$ cat config.mk
export PLATFORM = sky130hd
export DESIGN_NAME = ippcrc_crc12_frmctl
export DESIGN_NICKNAME = d
export VERILOG_FILES = /design/src/rtl/ippcrc_crc12_frmctl.sv
export SDC_FILE = /design/constraint.sdc
export NUM_CORES = 1
export LEC_CHECK = 0
export CAP_MARGIN = 20
export CORE_MARGIN = 2
export CORE_UTILIZATION = 49
export CTS_CLUSTER_SIZE = 8
export DETAILED_ROUTE_END_ITERATION = 12
export GPL_TIMING_DRIVEN = 1
export HOLD_SLACK_MARGIN = 0.03
export PLACE_DENSITY = 0.85
export SYNTH_ARGS = -nofsm -noshare
export SYNTH_HDL_FRONTEND = slang
export SYNTH_SLANG_ARGS = --single-unit
$ cat constraint.sdc
create_clock -name clk -period 5.1 [get_ports clk]
set_input_delay 1.53 -clock clk [delete_from_list [all_inputs] [get_ports clk]]
set_output_delay 1.53 -clock clk [all_outputs]
set_load 0.01 [all_outputs]
$ cat src/rtl/ippcrc_crc12_frmctl.sv
// Framed CRC-12 generator/checker over 104-bit words.
// Accumulates words SOP..EOP, then holds one result until res_rdy.
module ippcrc_crc12_104b (
  input  logic [11:0]  ci,
  input  logic [103:0] di,
  output logic [11:0]  co
);
  localparam logic [11:0] POLY = 12'h80F;

  logic [11:0] c;

  // di[0] enters the shift register first, di[103] last
  always_comb begin
    c = ci;
    for (int i = 0; i < 104; i++) begin
      if (c[11] ^ di[i])
        c = {c[10:0], 1'b0} ^ POLY;
      else
        c = {c[10:0], 1'b0};
    end
    co = c;
  end
endmodule

module ippcrc_crc12_frmctl #(
  parameter logic [11:0] CRC_INIT   = 12'h000,
  parameter logic [11:0] CRC_XOROUT = 12'h000,
  parameter int          MAX_WORDS  = 16
) (
  input  logic         clk,
  input  logic         rst,
  input  logic         mode_chk,
  input  logic         in_vld,
  output logic         in_rdy,
  input  logic         in_sop,
  input  logic         in_eop,
  input  logic [103:0] in_dat,
  input  logic [11:0]  in_crc,
  output logic         res_vld,
  input  logic         res_rdy,
  output logic [11:0]  res_crc,
  output logic         res_err,
  output logic         res_len_err,
  output logic [7:0]   res_nwrd,
  output logic         ev_nosop,
  output logic         ev_abort
);
  typedef enum logic [1:0] {
    IDLE,
    BUSY,
    RESULT
  } state_t;

  state_t      state, state_nxt;
  logic [11:0] rem_q;
  logic [7:0]  cnt_q;
  logic        mode_q;

  logic [11:0] ci;
  logic [11:0] crc_o;
  logic [11:0] crc_fin;
  logic [7:0]  cnt_nxt;
  logic        mode_nxt;
  logic        acc;
  logic        load;
  logic        fin;
  logic        nosop_c;
  logic        abort_c;

  assign in_rdy  = (state != RESULT);
  assign res_vld = (state == RESULT);
  assign acc     = in_vld & in_rdy;

  assign ci       = in_sop ? CRC_INIT : rem_q;
  assign crc_fin  = crc_o ^ CRC_XOROUT;
  assign mode_nxt = in_sop ? mode_chk : mode_q;

  always_comb begin
    if (in_sop)
      cnt_nxt = 8'd1;
    else if (cnt_q == 8'hFF)
      cnt_nxt = cnt_q;
    else
      cnt_nxt = cnt_q + 8'd1;
  end

  ippcrc_crc12_104b u_core (
    .ci (ci),
    .di (in_dat),
    .co (crc_o)
  );

  always_ff @(posedge clk or posedge rst) begin
    if (rst)
      state <= IDLE;
    else
      state <= state_nxt;
  end

  always_comb begin
    state_nxt = state;
    load      = 1'b0;
    fin       = 1'b0;
    nosop_c   = 1'b0;
    abort_c   = 1'b0;
    unique case (state)
      IDLE: begin
        if (acc) begin
          if (in_sop) begin
            load = 1'b1;
            if (in_eop) begin
              fin       = 1'b1;
              state_nxt = RESULT;
            end else begin
              state_nxt = BUSY;
            end
          end else begin
            nosop_c = 1'b1;
          end
        end
      end
      BUSY: begin
        if (acc) begin
          load    = 1'b1;
          abort_c = in_sop;
          if (in_eop) begin
            fin       = 1'b1;
            state_nxt = RESULT;
          end
        end
      end
      RESULT: begin
        if (res_rdy)
          state_nxt = IDLE;
      end
      default: state_nxt = IDLE;
    endcase
  end

  always_ff @(posedge clk or posedge rst) begin
    if (rst) begin
      rem_q       <= CRC_INIT;
      cnt_q       <= 8'd0;
      mode_q      <= 1'b0;
      res_crc     <= 12'h000;
      res_err     <= 1'b0;
      res_len_err <= 1'b0;
      res_nwrd    <= 8'd0;
      ev_nosop    <= 1'b0;
      ev_abort    <= 1'b0;
    end else begin
      ev_nosop <= nosop_c;
      ev_abort <= abort_c;
      if (load) begin
        rem_q  <= crc_o;
        cnt_q  <= cnt_nxt;
        mode_q <= mode_nxt;
      end
      // result registers only move on the EOP word, so they hold in RESULT
      if (fin) begin
        res_crc     <= crc_fin;
        res_err     <= mode_nxt & (crc_fin != in_crc);
        res_len_err <= (32'(cnt_nxt) > MAX_WORDS);
        res_nwrd    <= cnt_nxt;
      end
    end
  end
endmodule

==> results of run 1 <==
## per-layer routing
metal | GRT usage (%) | vias up | share of wire (%)
met3 | 7.02 | 205 | 11
met1 | 40.5 | 2715 | 32
met4 | 17.5 | 0 | 11
met2 | 62.8 | 472 | 47
met5 | 0 | - | 0
li1 | - | 2294 | -
## synthesized netlist by cell type (4+ instances only)
cell type | count | area share (%)
xnor2_2 | 7 | 2.0
xor3_1 | 10 | 4.1
nor2_1 | 28 | 1.8
o31ai_1 | 7 | 0.91
nand2_1 | 19 | 1.2
nand3_1 | 4 | 0.35
nor3_1 | 4 | 0.35
xor2_1 | 52 | 7.9
and3_1 | 5 | 0.54
inv_1 | 5 | 0.32
dfrtp_1 | 47 | 20
o21ai_0 | 14 | 1.2
xnor3_1 | 62 | 24
mux2_2 | 22 | 4.3
a21oi_1 | 11 | 0.95
clkbuf_1 | 6 | 0.39
xnor2_1 | 143 | 22
## worst max-delay path, delay by kind of cell
kind | cells | cell delay (ns)
xor+xnor | 8 | 2.66
compound gates | 2 | 0.23
simple gates | 2 | 0.55
buf+inv | 4 | 0.76
## registers in the layout, indices dropped and copies added (netlist names), 2 cells and up
signal and cells:
rem_q 12, cnt_q 8, res_crc 12, res_nwrd 8, state 2
## cells by family (layout without fill, tap and decap cells)
| group | count (synthesis) | in the layout |
|---|---|---|
| muxes | 25 | 25 |
| adders and majority gates | 1 | 1 |
| AOI/OAI and AO/OA | 41 | 41 |
| DFF | 47 | 47 |
| and+or+nand+nor | 79 | 79 |
| xor gates and xnor gates | 283 | 283 |
| buffers and inverters | 13 | 344 |
## path summary, 6_finish.rpt
| path | startpoint | endpoint | slack, ns | depth (start not counted) |
|---|---|---|---|---|
| setup / recovery | in_dat[13] | res_err$_DFFE_PP0P_ | -0.47 | 16 |
| hold / removal | res_nwrd[1]$_DFFE_PP0P_ | res_nwrd[1]$_DFFE_PP0P_ | 0.50 | 2 |
| setup reg to reg | rem_q[3]$_DFFE_PP0P_ | res_err$_DFFE_PP0P_ | 0.48 | 17 |
| hold reg to reg | res_nwrd[1]$_DFFE_PP0P_ | res_nwrd[1]$_DFFE_PP0P_ | 0.50 | 2 |
| max in group asynchronous | rst | res_crc[4]$_DFFE_PP0P_ | 2.97 | 3 |
| min in group asynchronous | rst | res_nwrd[5]$_DFFE_PP0P_ | 1.61 | 2 |
## final cells by class
class | instances | share of cell area, %
clock inverter | 2 | 0.166
clock buffer | 6 | 1.31
timing repair buffer | 331 | 29.1
sequential | 47 | 12.0
multi-input combinational | 429 | 55.4
tap | 143 | 1.82
inverter | 5 | 0.191
## repair_timing
| action | CTS | global route |
|---|---|---|
| buffers inserted | 35 | 24 |
| gates resized for setup | 188 | 89 |
| endpoints found under the setup margin | 7 | 7 |
| pin swaps | 80 | 56 |
## placed cells by master, fill, tap and decap left out, types with 14 or more instances in the layout
| cell | synthesis | routed |
|---|---|---|
| xnor3_1 | 62 | 48 |
| dfrtp_1 | 47 | 47 |
| buf_6 | 0 | 19 |
| xnor3_2 | 2 | 16 |
| dlygate4sd2_1 | 0 | 14 |
| xnor2_1 | 143 | 92 |
| xor2_1 | 52 | 33 |
| buf_4 | 0 | 165 |
| xnor2_2 | 7 | 43 |
| xor2_2 | 3 | 17 |
| o21ai_0 | 14 | 14 |
| nand2_1 | 19 | 19 |
| nor2_1 | 28 | 25 |
| mux2_2 | 22 | 19 |
| clkdlybuf4s50_1 | 0 | 95 |
| xnor2_4 | 1 | 16 |
## per-stage QoR
stage	hold WS, ns	instances	util (%)	worst slack (ns)
2_1_floorplan	0.440	489	-	0.0280
3_3_place_gp	0.464	898	73.1	-0.479
3_5_place_dp	0.474	898	73.1	-0.620
4_1_cts	0.486	939	80.6	0.000844
5_1_grt	0.516	963	85.5	-0.446
6_report	0.501	963	85.5	-0.472
==> metrics, run 1 <==
#FFs+latches synth 47; Final Hold Viols 0; sequential area share after synthesis between 20% and 30%; Post-Synthesis Cells around 490; Worst Path Arrival approximately 5.8 ns; final period utilization 109%; Sequential Area 1180 sq um; xor and xnor fraction of the mapped netlist area 63.1%; type of destination of the critical path flop; core box area ~11000 sq um; startpoint-to-endpoint class of the critical path input port to flop; maximum clock insertion buffer count 2; Critical Path Slowest Stage Cell xnor3_1; total clock buffers created by CTS 5; Setup Skew 0.00450 ns; average wire per standard cell 28.3 microns; final HPWL from detailed placement approximately 14000 microns; layout cells sized above 1 44.0%; die width roughly 110 microns; count of endpoints failing setup in the final report 7; maximum level of the CTS H-tree 2; CTS tree yes; remaining antenna violation count 0; Detailed Route Iter0 Violations 556; Detailed Routing Iterations Pass 1 5; series of cell instances along the critical path clkdlybuf4s15_2 -> xor2_4 -> xnor2_4 -> buf_6 -> xnor3_2 -> xor2_2 -> buf_4 -> xnor3_1 -> xnor3_1 -> buf_4 -> xnor2_1 -> xor2_1 -> nor3_1 -> nand4_1 -> a21oi_2 -> a21oi_1; final count of pins violating max slew 0; Area growth syn-to-layout 69.2%; post-DR vias/cell between 5 and 6; number of synthesized flops with an enable pin 0; Fin Setup TNS -1.77 ns; most used flip-flop cell after synthesis dfrtp_1; number of nets in the layout ~940; fraction of synthesis flops using an asynchronous set or reset pin between 90% and 100%; cell area after synthesis around 5800 sq um; die outline area 12700 sq um; max-cap check violation count 0; Post-CTS Hold Fix Bufs 0; largest fanout on the critical path 2; dominant combinational cell family by area after synthesis XOR/XNOR gates; share of synthesized cell area in and, or, nand and nor gates between 6 and 7%; fill count between 400 and 500; global-route usage over all layers a little over a third; critical path launch point type input port; synthesized-area fraction occupied by ao, oa, aoi and oai cells ~4.3%; net count of the mapped netlist slightly above 600; # clock sinks 47; Final Worst Setup Slack -0.472 ns; Adder-Cell Fraction of Synth Area less than 1%; post-synthesis mux area share between 4 and 5%; global-route wire length before repair between 30000 and 40000 microns; Worst path max stage delay 0.48 ns; Worst-Skew Late Latency slightly below 0.3 ns; setup repair after global routing missed its margin yes; total number of yosys warnings 0; Site Rows 39; Yosys cell types between 40 and 50; post-detailed-routing wire length between 20000 and 30000 microns; die outline height 113 microns; number of top-level design ports 149; required time at the worst-slack endpoint 5.28 ns; remaining global-route overflow 0; antenna diode count 0; clock-pin slew of the registers on the worst-case setup and hold paths approximately 0.070 ns; Max Freq ~180 MHz; slew at the pin closest to its max-slew limit 0.879 ns; post-route cell area between 9000 and 10000 sq um; Initial Utilization ~51%; mean post-synth cell area between 10 and 15 sq um; antenna violations before repair 0; pin count of the biggest net entering global routing 48; worst min path class flop to flop; violated checks negative setup slack; total via count after detailed routing between 5000 and 6000; status finished with violations; min Tclk post-route between 5 and 6 ns; CTS Root Cell clkbuf_16; remaining routing DRC violations 0; area taken by multi-input logic gates between 5000 and 6000 sq um; max_slew headroom around two fifths; RePlAce Congestion roughly 0.94; post-detailed-placement cell area roughly 8400 sq um; via count of the first global-routing pass approximately 5800; quantity of I/O buffers inserted on ports roughly 150
Power of run 1 is left out: the tool's default activity adds up to more than one toggle a clock period on the data nets, which glitch-free logic cannot reach.
==> run 2: changes to the inputs <==
- clock period: 5.1 -> 5.55 ns (I/O delays scaled with it)
==> run 2 against run 1 <==
Against the previous run:
- the run still ends with negative setup slack left
- die area is the same
- sequential share of layout area grew 0.73 points
- routed wire length shrank 19%
- first-iteration DRC count shrank 30%
- final cell count shrank 3.4%
- clock-buffer cell count grew 1
- via count shrank 9.0%
==> metrics, run 2 (synthesis gave the netlist of run 1 again) <==
post-route cell area 9250 sq um (-5.7%); total via count after detailed routing 5174 (-9.0%); Worst-Skew Late Latency 0.29 ns (about the same); series of cell instances along the critical path dlygate4sd2_1 -> buf_4 -> xnor2_2 -> xnor3_1 -> xor3_2 -> xnor2_2 -> buf_4 -> xnor2_4 -> xor3_1 -> xnor3_1 -> xor3_2 -> buf_6 -> xnor2_4 -> buf_4 -> a21oi_2 -> a2bb2oi_2 -> a21oi_2; CTS tree yes; max_slew headroom 34.9% (-5.8 points); total buffers and inverters traversed by the critical path 5 (+1); total clock buffers created by CTS 5 (unchanged); clock-pin slew of the registers on the worst-case setup and hold paths 0.07 ns (about the same); crit-path leading delay family XOR/XNOR gates; number of cells in the design after placement 885 (-1.4%); slew at the pin closest to its max-slew limit 0.966 ns (+0.0867 ns); maximum level of the CTS H-tree 2 (unchanged); core box area 11500 sq um (unchanged); Critical Path Slowest Stage Cell xor3_2; Area growth syn-to-layout 59.5%; die width 113 microns (unchanged); critical path launch point type input port; remaining routing DRC violations 0 (unchanged); final HPWL from detailed placement 14000 microns (-1.5%); Detailed Routing Iterations Pass 1 5 (unchanged); antenna diode count 0 (unchanged); via count of the first global-routing pass 5578 (-3.5%); post-detailed-routing wire length 22100 microns (-19%); required time at the worst-slack endpoint 5.71 ns (+0.43 ns); global-route wire length before repair 31000 microns (-7.8%); leading cell type in the layout, fill and taps excluded buf_4; min Tclk post-route ~5.6 ns; final period utilization 102%; Site Rows 39 (unchanged); quantity of I/O buffers inserted on ports 148 (unchanged); max-cap check violation count 0 (unchanged); average wire per standard cell 23.7 microns (-16%); highest-count cells in the layout ignoring fill and taps buf_4 (143), clkdlybuf4s50_1 (124), xnor2_1 (111), xnor3_1 (49), dfrtp_1 (47); # clock sinks 47 (unchanged); die outline area 12700 sq um (unchanged); Post-CTS Hold Fix Bufs 0 (unchanged); RePlAce Congestion 0.915 (-2.5%); post-route insts no fill 930 (-3.4%); Max Freq ~180 MHz; die outline height 113 microns (unchanged); library cell appearing most often on the critical path buf_4; Setup Skew 0.00667 ns (+0.00216 ns); layout cells sized above 1 34.4% (-9.6 points); post-DR vias/cell 5.56 (-5.8%); Hold Worst Slack 0.486 ns (-0.0150 ns); Detailed Route Iter0 Violations 387 (-30%); number of top-level design ports 149 (unchanged); final count of pins violating max slew 0 (unchanged); antenna violations before repair 1 (+1); maximum clock insertion buffer count 2 (unchanged); top flop regs rem_q: 12 flops, res_crc: 12 flops; post-detailed-placement cell area 8270 sq um (-1.4%); Worst path max stage delay 0.49 ns (about the same); remaining antenna violation count 0 (unchanged); Worst Path Arrival 5.79 ns (+0.04 ns); type of destination of the critical path flop; number of nets in the layout 910 (-3.5%); Final Worst Setup Slack -0.0847 ns (+0.387 ns); Initial Utilization 50.5% (unchanged); global-route usage over all layers 31.9% (-3.4 points); status finished with violations; count of endpoints failing setup in the final report 3 (-4); worst min path class flop to flop; post-layout util 80.6% (-4.9 points); CTS Root Cell clkbuf_16; largest fanout on the critical path 6 (+4); startpoint-to-endpoint class of the critical path input port to flop; remaining global-route overflow 0 (unchanged); Final Hold Viols 0 (unchanged); violated checks negative setup slack; pin count of the biggest net entering global routing 48 (unchanged)
==> run 2: changes by cell type in the layout (fill, tap and decap cells not counted), moves of 5 or more <==
| cell | delta |
|---|---|
| buf_4 | -22 |
| xor2_1 | +6 |
| xnor2_1 | +19 |
| clkdlybuf4s15_2 | -5 |
| xnor2_4 | -9 |
| buf_6 | -14 |
| buf_2 | -10 |
| dlygate4sd2_1 | -6 |
| clkbuf_2 | -6 |
| clkdlybuf4s50_1 | +29 |
| xnor2_2 | -10 |
==> run 2: per-layer routing <==
metal,global-route usage (%),up-vias,wire (microns)
li1,-,2238,-
met1,37.2,2517,7890
met2,57.7,309,11000
met3,5.62,108,1680
met4,13.6,2,1450
met5,0,-,13
==> run 2: path summary, 6_finish.rpt <==
kind / start / endpoint / slack [ns] / cells after the start
max: in_dat[20] / res_err$_DFFE_PP0P_ / -0.08 / 17
min in group asynchronous: rst / cnt_q[6]$_DFFE_PP0P_ / 1.55 / 2
max in group asynchronous: rst / rem_q[11]$_DFFE_PP0P_ / 3.56 / 3
min: state[1]$_DFFE_PP0P_ / state[0]$_DFFE_PP0P_ / 0.49 / 1
min reg2reg: state[1]$_DFFE_PP0P_ / state[0]$_DFFE_PP0P_ / 0.49 / 1
max reg2reg: rem_q[0]$_DFFE_PP0P_ / res_err$_DFFE_PP0P_ / 1.20 / 15
==> run 2: final cells by class <==
cell class | count | area, sq um
well taps | 143 | 179
multi-input cells | 429 | 5070
inverters | 5 | 18.8
fillers | 584 | 2220
clock inverters | 1 | 8.76
clock buffers | 7 | 143
repair buffers | 298 | 2650
flip-flops and latches | 47 | 1180
==> run 2: stage by stage <==
stage	TNS (ns)	setup slack (ns)
3_3_place_gp	-1.05	-0.312
4_1_cts	0	0.000270
6_report	-0.109	-0.0847
2_1_floorplan	0	0.306
5_1_grt	-0.572	-0.167
3_5_place_dp	-2.44	-0.604
==> run 2: timing repair <==
item,4_1_cts,5_1_grt
setup endpoints to repair,6,7
buffers inserted,22,14
pin swaps,44,47
resized for setup,56,62
Power of run 2 is left out for the same reason.
==> run 3: changes to the inputs <==
- MAX_ROUTING_LAYER: default -> met4
- SETUP_SLACK_MARGIN: default -> 0.1
==> run 3 against run 2 <==
Against the previous run:
- the flow now finishes without violations
- utilization up 0.77 points
- routed wire length up 0.69%
- worst setup slack better by 0.10 ns
- die area unchanged
- clock-buffer cell count down 1
- non-clock buffer count up 3
- flip-flop and latch count unchanged
- via count up 0.77%
- final cell count up 0.22%
- fmax up 1.9%
- register-to-register slack about the same
- first-iteration DRC count down 8.0%
==> metrics, run 3 (synthesis gave the netlist of run 1 again) <==
Worst Path Arrival 5.70 ns (-0.09 ns); required time at the worst-slack endpoint 5.72 ns (about the same); average wire per standard cell 23.9 microns (+0.48%); top flop regs rem_q: 12 flops, res_crc: 12 flops; Final Hold Viols 0 (unchanged); highest-count cells in the layout ignoring fill and taps buf_4 (147), clkdlybuf4s50_1 (118), xnor2_1 (103), xnor3_1 (50), dfrtp_1 (47); startpoint-to-endpoint class of the critical path input port to flop; maximum level of the CTS H-tree 2 (unchanged); slew at the pin closest to its max-slew limit 1.09 ns (+0.121 ns); largest fanout on the critical path 5 (-1); post-detailed-routing wire length 22200 microns (+0.69%); RePlAce Congestion 0.915 (unchanged); capturing point of the worst reg2reg path res_crc[11]$_DFFE_PP0P_; Site Rows 39 (unchanged); Worst-Skew Late Latency 0.29 ns (about the same); via count of the first global-routing pass 5440 (-2.5%); remaining antenna violation count 0 (unchanged); worst min path class flop to flop; Initial Utilization 50.5% (unchanged); setup repair after global routing missed its margin yes; number of nets in the layout 913 (+0.33%); fill count 549 (-6.0%); die width 113 microns (unchanged); remaining global-route overflow 0 (unchanged); endpoint of the worst hold-timing path state[0]$_DFFE_PP0P_; type of destination of the critical path flop; Reg2Reg Launch Point rem_q[3]$_DFFE_PP0P_; critical path launch point type input port; Setup Skew 0.00751 ns (+0.000846 ns); # clock sinks 47 (unchanged); core box area 11500 sq um (unchanged); Sequential Area 1180 sq um (unchanged); area taken by multi-input logic gates 5140 sq um (+1.4%); quantity of I/O buffers inserted on ports 148 (unchanged); min Tclk post-route 5.53 ns (-0.104 ns); Max Freq 181 MHz (+1.9%); post-DR vias/cell 5.59 (+0.56%); Detailed Routing Iterations Pass 1 8 (+3); total via count after detailed routing 5214 (+0.77%); hold_sp state[1]$_DFFE_PP0P_; number of top-level design ports 149 (unchanged); global-route usage over all layers 31.7% (-0.14 points); pin count of the biggest net entering global routing 48 (unchanged); leading cell type in the layout, fill and taps excluded buf_4; antenna violations before repair 0 (-1); WHS Path Cells 1 (unchanged); total clock buffers created by CTS 5 (unchanged); max_slew headroom 26.8% (-8.1 points); layout cells sized above 1 35.7% (+1.3 points); number of cells traversed by the worst register-to-register path 14 (-1); final HPWL from detailed placement 13800 microns (-1.7%); clock-pin slew of the registers on the worst-case setup and hold paths 0.07 ns (about the same); count of endpoints failing setup in the final report 0 (-3); antenna diode count 0 (unchanged); max-cap check violation count 0 (unchanged); status finished, final reports clean; internal reg-to-reg setup slack 1.20 ns (about the same); Hold Worst Slack 0.471 ns (-0.0147 ns); final period utilization 99.6% (-1.9 points); final count of pins violating max slew 0 (unchanged); die outline height 113 microns (unchanged); maximum clock insertion buffer count 2 (unchanged); global-route wire length before repair 30100 microns (-2.9%); Detailed Route Iter0 Violations 356 (-8.0%); remaining routing DRC violations 0 (unchanged); Area growth syn-to-layout 61.1%; CTS Root Cell clkbuf_16; die outline area 12700 sq um (unchanged); CTS tree yes
[run 3: cell types whose count changed in the layout (fill, tap and decap cells not counted), moves of 2 or more]
cell / change
a21oi_1: +2
a21oi_2: -2
buf_2: +2
buf_4: +4
clkdlybuf4s15_1: -2
clkdlybuf4s50_1: -6
dlygate4sd2_1: +5
nor2_4: -2
xnor2_1: -8
xnor2_2: +6
xnor2_4: +2
[run 3: metal layers]
| metal | GRT usage [%] | vias up | part of all wire [%] | wire length, microns |
|---|---|---|---|---|
| li1 | - | 2244 | - | - |
| met1 | 37.5 | 2551 | 37 | 8190 |
| met2 | 55.7 | 324 | 49 | 11000 |
| met3 | 4.34 | 95 | 7.9 | 1760 |
| met4 | 11.2 | 0 | 5.7 | 1280 |
| met5 | - | - | 0 | 0 |
[run 3: worst max path at each step]
stage                     slack, ns                 endpoint  startpoint  cells past startpoint
final                          0.02      res_err$_DFFE_PP0P_   in_dat[2]                     14
after floorplan                0.31      res_err$_DFFE_PP0P_   in_dat[2]                     11
after detailed placement      -0.52      res_err$_DFFE_PP0P_      in_sop                     13
after global routing           -0.1      res_err$_DFFE_PP0P_   in_dat[2]                     14
after global placement        -0.26      res_err$_DFFE_PP0P_      in_sop                     13
after CTS                      0.10  res_crc[11]$_DFFE_PP0P_  in_dat[26]                     15
[run 3: cell type report]
cell class / count / share of cell area [%]
clock buffers: 6 / 1.38
repair buffers: 301 / 28.5
clock inverters: 1 / 0.322
multi-input cells: 429 / 55.1
well taps: 143 / 1.92
flip-flops and latches: 47 / 12.6
inverters: 5 / 0.201
[run 3: worst max-delay path, cell delays in order]
cell,delay (ns)
clkdlybuf4s50_1,0.47
xnor2_2,0.26
buf_4,0.19
xor2_1,0.22
xnor3_2,0.58
xnor3_1,0.48
xnor3_1,0.43
xnor3_2,0.48
buf_4,0.16
nand2_1,0.07
o21bai_1,0.17
mux2_2,0.28
a21oi_1,0.17
a21oi_1,0.08
[run 3: stage by stage]
stage / worst slack, ns / std cells / cell area, sq um / setup TNS [ns] / utilization, %
after floorplan: 0.306 / 489 / 5800 / 0 / -
after global placement: -0.258 / 886 / 8280 / -0.855 / 72.2
after detailed placement: -0.520 / 886 / 8280 / -1.74 / 72.2
after CTS: 0.101 / 910 / 8830 / 0 / 77.0
after global routing: -0.0959 / 932 / 9340 / -0.307 / 81.4
final: 0.0198 / 932 / 9340 / 0 / 81.4
[run 3: what timing repair did]
| action | in CTS | in global routing |
|---|---|---|
| resized for setup | 68 | 68 |
| endpoints found under the setup margin | 5 | 7 |
| buffers inserted | 17 | 21 |
| hold buffers | 0 | 0 |
| pin swaps | 37 | 54 |
Power of run 3 is left out for the same reason.
